`config.mk`:
```
export PLATFORM = sky130hd
export DESIGN_NAME = pipeline_hazard_ctrl
export DESIGN_NICKNAME = d
export VERILOG_FILES = /design/src/rtl/pipeline_hazard_ctrl.sv
export SDC_FILE = /design/constraint.sdc
export NUM_CORES = 1
export LEC_CHECK = 0
export CORE_ASPECT_RATIO = 1.2
export CORE_MARGIN = 4
export CORE_UTILIZATION = 46
export CTS_BUF_LIST = sky130_fd_sc_hd__clkbuf_8
export CTS_CLUSTER_DIAMETER = 120
export DETAILED_ROUTE_END_ITERATION = 10
export PLACE_DENSITY_LB_ADDON = 0.15
export REMOVE_ABC_BUFFERS = 1
export SETUP_SLACK_MARGIN = 0.2
export SYNTH_ARGS = -nofsm -noshare
export SYNTH_HDL_FRONTEND = slang
export SYNTH_SLANG_ARGS = --single-unit
export TNS_END_PERCENT = 20
```
`constraint.sdc`:
```
create_clock -name clk -period 1.9 [get_ports clk]
set_input_delay 0.285 -clock clk [delete_from_list [all_inputs] [get_ports clk]]
set_output_delay 0.285 -clock clk [all_outputs]
set_load 0.02 [all_outputs]
```
`src/rtl/pipeline_hazard_ctrl.sv`:
```
// Stall/flush sequencer for the 5-stage pipeline: load-use, taken-branch squash,
// memory-wait freeze with timeout halt, and saturating stall/flush counters.
module pipeline_hazard_ctrl #(
  parameter int unsigned MEM_TIMEOUT = 16,
  parameter int unsigned CNT_W       = 16
) (
  input  logic             clk,
  input  logic             reset,
  input  logic [4:0]       id_rs1,
  input  logic [4:0]       id_rs2,
  input  logic             id_use_rs1,
  input  logic             id_use_rs2,
  input  logic             ex_memread,
  input  logic [4:0]       ex_rd,
  input  logic             mem_branch_taken,
  input  logic             mem_req,
  input  logic             mem_ready,
  output logic             pc_stall,
  output logic             ifid_stall,
  output logic             ifid_flush,
  output logic             idex_stall,
  output logic             idex_flush,
  output logic             exmem_stall,
  output logic             exmem_flush,
  output logic             memwb_flush,
  output logic             halted,
  output logic [CNT_W-1:0] stall_cycles,
  output logic [CNT_W-1:0] flush_count
);

  typedef enum logic [1:0] {StRun, StWait, StHalt} state_e;

  // Only meaningful when MEM_TIMEOUT != 0; the compare is gated on that below.
  localparam logic [15:0] TimeoutLast = 16'(MEM_TIMEOUT - 1);

  state_e            state_q, state_d;
  logic [15:0]       wait_cnt_q, wait_cnt_d;
  logic [CNT_W-1:0]  stall_cycles_q, flush_count_q;
  logic              freeze;
  logic              lu_hazard;

  assign freeze    = mem_req & ~mem_ready;
  assign lu_hazard = ex_memread & (ex_rd != 5'd0) &
                     ((id_use_rs1 & (ex_rd == id_rs1)) | (id_use_rs2 & (ex_rd == id_rs2)));

  always_ff @(posedge clk) begin
    if (reset) begin
      state_q    <= StRun;
      wait_cnt_q <= '0;
    end else begin
      state_q    <= state_d;
      wait_cnt_q <= wait_cnt_d;
    end
  end

  always_comb begin
    state_d    = state_q;
    wait_cnt_d = wait_cnt_q;
    unique case (state_q)
      StRun: begin
        if (freeze) begin
          state_d    = StWait;
          wait_cnt_d = 16'd1;
        end else begin
          wait_cnt_d = '0;
        end
      end
      StWait: begin
        if (!freeze) begin
          state_d    = StRun;
          wait_cnt_d = '0;
        end else if ((MEM_TIMEOUT != 0) && (wait_cnt_q == TimeoutLast)) begin
          state_d = StHalt;
        end else if (wait_cnt_q != '1) begin
          wait_cnt_d = wait_cnt_q + 16'd1;
        end
      end
      StHalt: ;
      default: state_d = StRun;
    endcase
  end

  // Priority: halt, freeze, taken branch, load-use. Reset forces everything low.
  always_comb begin
    pc_stall    = 1'b0;
    ifid_stall  = 1'b0;
    ifid_flush  = 1'b0;
    idex_stall  = 1'b0;
    idex_flush  = 1'b0;
    exmem_stall = 1'b0;
    exmem_flush = 1'b0;
    memwb_flush = 1'b0;
    halted      = 1'b0;
    if (!reset) begin
      if (state_q == StHalt || freeze) begin
        pc_stall    = 1'b1;
        ifid_stall  = 1'b1;
        idex_stall  = 1'b1;
        exmem_stall = 1'b1;
        memwb_flush = 1'b1;
        halted      = (state_q == StHalt);
      end else if (mem_branch_taken) begin
        ifid_flush  = 1'b1;
        idex_flush  = 1'b1;
        exmem_flush = 1'b1;
      end else if (lu_hazard) begin
        pc_stall   = 1'b1;
        ifid_stall = 1'b1;
        idex_flush = 1'b1;
      end
    end
  end

  always_ff @(posedge clk) begin
    if (reset) begin
      stall_cycles_q <= '0;
      flush_count_q  <= '0;
    end else begin
      if (pc_stall && (stall_cycles_q != '1)) begin
        stall_cycles_q <= stall_cycles_q + CNT_W'(1);
      end
      if (ifid_flush && exmem_flush && (flush_count_q != '1)) begin
        flush_count_q <= flush_count_q + CNT_W'(1);
      end
    end
  end

  assign stall_cycles = stall_cycles_q;
  assign flush_count  = flush_count_q;

endmodule

```
==> impl_metrics.py <==
metrics = {
    "die": {
        "die_w_um": 77.2,
        "rows": 30,
        "die-area_um2": 7040,
        "die_y_um": 91.1,
        "floorplan.initialDensity_pct": 47.0,
        "ios": 64,
        "core_area_um2": 5630,
    },
    "sta": {
        "rsz0062_at_grt": "yes",
        "drv_slew": 0,
        "hold_violations": 0,
        "layout_min_cycle_time_ns": 2.01,
        "setup_viol": 15,
        "fmax_mhz": 497,
        "clock_skew_ns": 0.00915,
        "whs_ns": 0.504,
        "worstMarginPinSlew_ns": 0.401,
        "fin_ws_ns": -0.111,
        "fin_crit_sh_pct": 106,
        "slew_headroom_pct": 73.3,
    },
    "power_and_ir_drop": {
        "p_sw_mw": 0.473,
        "p_int_mw": 1.49,
        "ir_drop_mv": 0.404,
        "power_frac_seq_pct": 54.1,
        "switching_share_pct": 24.1,
        "leakagePower_nw": 1.82,
        "p_per_area_nw_per_um2": 467,
        "clock_power_share_pct": 33.3,
        "share_comb_of_total_power_pct": 12.6,
    },
    "grt": {
        "antenna_found_initial": 0,
        "grt_max_degree": 34,
        "gr-max-usage-layer": "met2",
        "grt_pass1_wl_um": 12000,
        "grt_usage_pct": 20.4,
        "grt_util_met1_pct": 24.1,
        "grt_overflow_total": 0,
        "grt_pass1_vias": 2635,
        "grtUsageMet3_pct": 3.47,
        "grtUsageMet2_pct": 37.1,
    },
    "synthesis": {
        "yosys_register_bits": 50,
        "synth.avg_cell_area_um2": 8.24,
        "yosysTopAreaCellShare_pct": 37.8,
        "synth_top_area_cell": "dfxtp_1",
        "synth-main-ff-cell": "dfxtp_1",
        "synthTopCellsByArea": "dfxtp_1 (38%), xor2_1 (6.0%), nor2_1 (5.0%), xnor2_1 (4.0%), nand2_1 (3.8%)",
        "synthArstFlopShare_pct": 0,
        "synth_cells": 321,
        "yosys_warnings": 0,
        "yosysSeqAreaShare_pct": 37.8,
        "netlist_area_um2": 2650,
        "synth.distinct_cells": 46,
        "synth-edff-count": 0,
    },
    "cts": {
        "cts_tree": "done",
        "numCtsBuffers": 5,
        "clk_latency_ns": 0.30,
        "clk_pin_slew_ns": 0.09,
        "cts_htree_levels": 2,
        "hold_buffers": 0,
        "cts_root_buf": "clkbuf_8",
        "max-clock-path-buffers": 2,
        "clock-sinks": 50,
    },
    "route": {
        "wl_per_cell_um": 15.2,
        "drtAntennaViolNets": 0,
        "drc": 0,
        "routed_wl_um": 7770,
        "drt_pass1_iterations": 4,
        "via_per_inst": 5.45,
        "drtIter0Drc": 122,
        "via_count": 2791,
    },
    "worst_setup_path": {
        "cp_num_buf_inv": 2,
        "worst-path-max-fanout": 6,
        "cp.required_ns": 2.12,
        "path_class": "register to register",
        "worstPathCellList": "nand4_1 -> or4_4 -> o21a_1 -> a21oi_4 -> buf_6 -> buf_16 -> o21ai_2 -> a21oi_1",
        "cp_slowest_cell": "or4_4",
        "cpPeakStageDelay_ns": 0.52,
        "critPathCaptureType": "register",
        "crit_family": "compound AO/OA/AOI/OAI gates",
        "crit_arrival_ns": 2.24,
        "setup.worst_path.start_class": "register",
    },
    "place": {
        "gp_congestion": 0.827,
        "dpl.hpwl_um": 5260,
        "dp_cells": 489,
        "numPortBuffers": 63,
    },
    "cells_and_area": {
        "antenna_cells_inserted": 0,
        "drive_above_1_share_pct": 34.8,
        "fill_cells": 408,
        "nets": 473,
        "layout_commonest_cell": "buf_4",
        "final_cell_mix": "buf_4 (63), dfxtp_1 (36), nor2_1 (33)",
        "layout.cells.non_filler": 512,
        "final_util_pct": 74.5,
        "synthToLayoutAreaGrowth_pct": 58.5,
    },
    "flow_run": {
        "max_cap_viol_count": 0,
    },
    "min_path": {
        "hp-class": "register to register",
    },
    "status": {
        "violations": "negative setup slack",
        "status": "finished with violations",
    },
}
==> worst reg2reg max path, cell delays in order (launching register included) <==
cell,delay (ns)
dfxtp_2,0.35
nand4_1,0.13
or4_4,0.52
o21a_1,0.22
a21oi_4,0.24
buf_6,0.16
buf_16,0.12
o21ai_2,0.05
a21oi_1,0.15
==> metrics by stage <==
stage	TNS (ns)	setup slack, ns	power (mW)	instance area (um2)
2_1_floorplan	-7.08	-0.473	1.16	2550
3_3_place_gp	-16.26	-0.721	1.29	3690
3_5_place_dp	-17.60	-0.761	1.29	3690
4_1_cts	-1.44	-0.135	1.97	3900
5_1_grt	-2.62	-0.183	2.05	4200
6_report	-1.07	-0.111	1.96	4200
==> cells in the mapped netlist, drive strengths merged, types with 4 or more instances <==
| library cell | n |
|---|---|
| xor2 | 18 |
| nand3 | 17 |
| xnor2 | 12 |
| o21ai | 19 |
| nor2 | 35 |
| or4 | 6 |
| buf | 8 |
| nand4 | 16 |
| nand2 | 27 |
| or3 | 18 |
| and3 | 12 |
| clkbuf | 6 |
| a21oi | 27 |
| o21a | 4 |
| dfxtp | 50 |
| nor3 | 4 |
| inv | 8 |
==> what timing repair did <==
action,CTS,global route
buffers inserted,4,8
resized for setup,98,57
pin swaps,30,32
setup endpoints to repair,53,65
gates cloned,2,1
==> final cells by class <==
type | count | area (um2) | share of cell area [%]
inverter | 8 | 32.5 | 0.775
tap | 64 | 80.1 | 1.91
timing repair buffer | 133 | 1230 | 29.2
multi-input combinational | 249 | 1740 | 41.4
clock inverter | 2 | 17.5 | 0.418
clock buffer | 6 | 82.6 | 1.97
sequential | 50 | 1020 | 24.3
==> power by group through the flow <==
stage          logic [mW]  clock network [mW]  registers (mW)
6_report            0.246               0.652            1.06
5_1_grt             0.261               0.729            1.06
4_1_cts             0.226               0.685            1.06
3_5_place_dp        0.211                   0            1.08
3_3_place_gp        0.207                   0            1.08
2_1_floorplan      0.0702                   0            1.09
==> routing by layer <==
layer	up-vias	part of all wire, %
met5	-	0
met4	0	0.94
met2	35	56
met3	7	2.5
met1	1347	40
li1	1402	-
==> state kept, by name, summed over array words and instances (netlist names) <==
signal,cells
flush_count,16
stall_cycles,16
state_q,2
wait_cnt_q,16
==> kinds of logic after synthesis <==
group           after synthesis  synth area share [%]
flops                        50                  37.8
fa+ha+maj                     3                  1.42
xor+xnor                     30                  9.93
simple gates                148                  29.8
buf+inv                      22                  4.68
compound gates               66                  15.6
mux                           2                 0.757
==> final timing paths <==
check                                      from               to  slack (ns)  cells past startpoint
worst max-delay path            stall_cycles[3]  stall_cycles[4]       -0.11                      8
worst min-delay path             wait_cnt_q[10]   wait_cnt_q[10]        0.50                      2
worst max register to register  stall_cycles[3]  stall_cycles[4]       -0.11                      8
worst min register to register   wait_cnt_q[10]   wait_cnt_q[10]        0.50                      2
No activity file was read; power rests on OpenSTA's default activity.
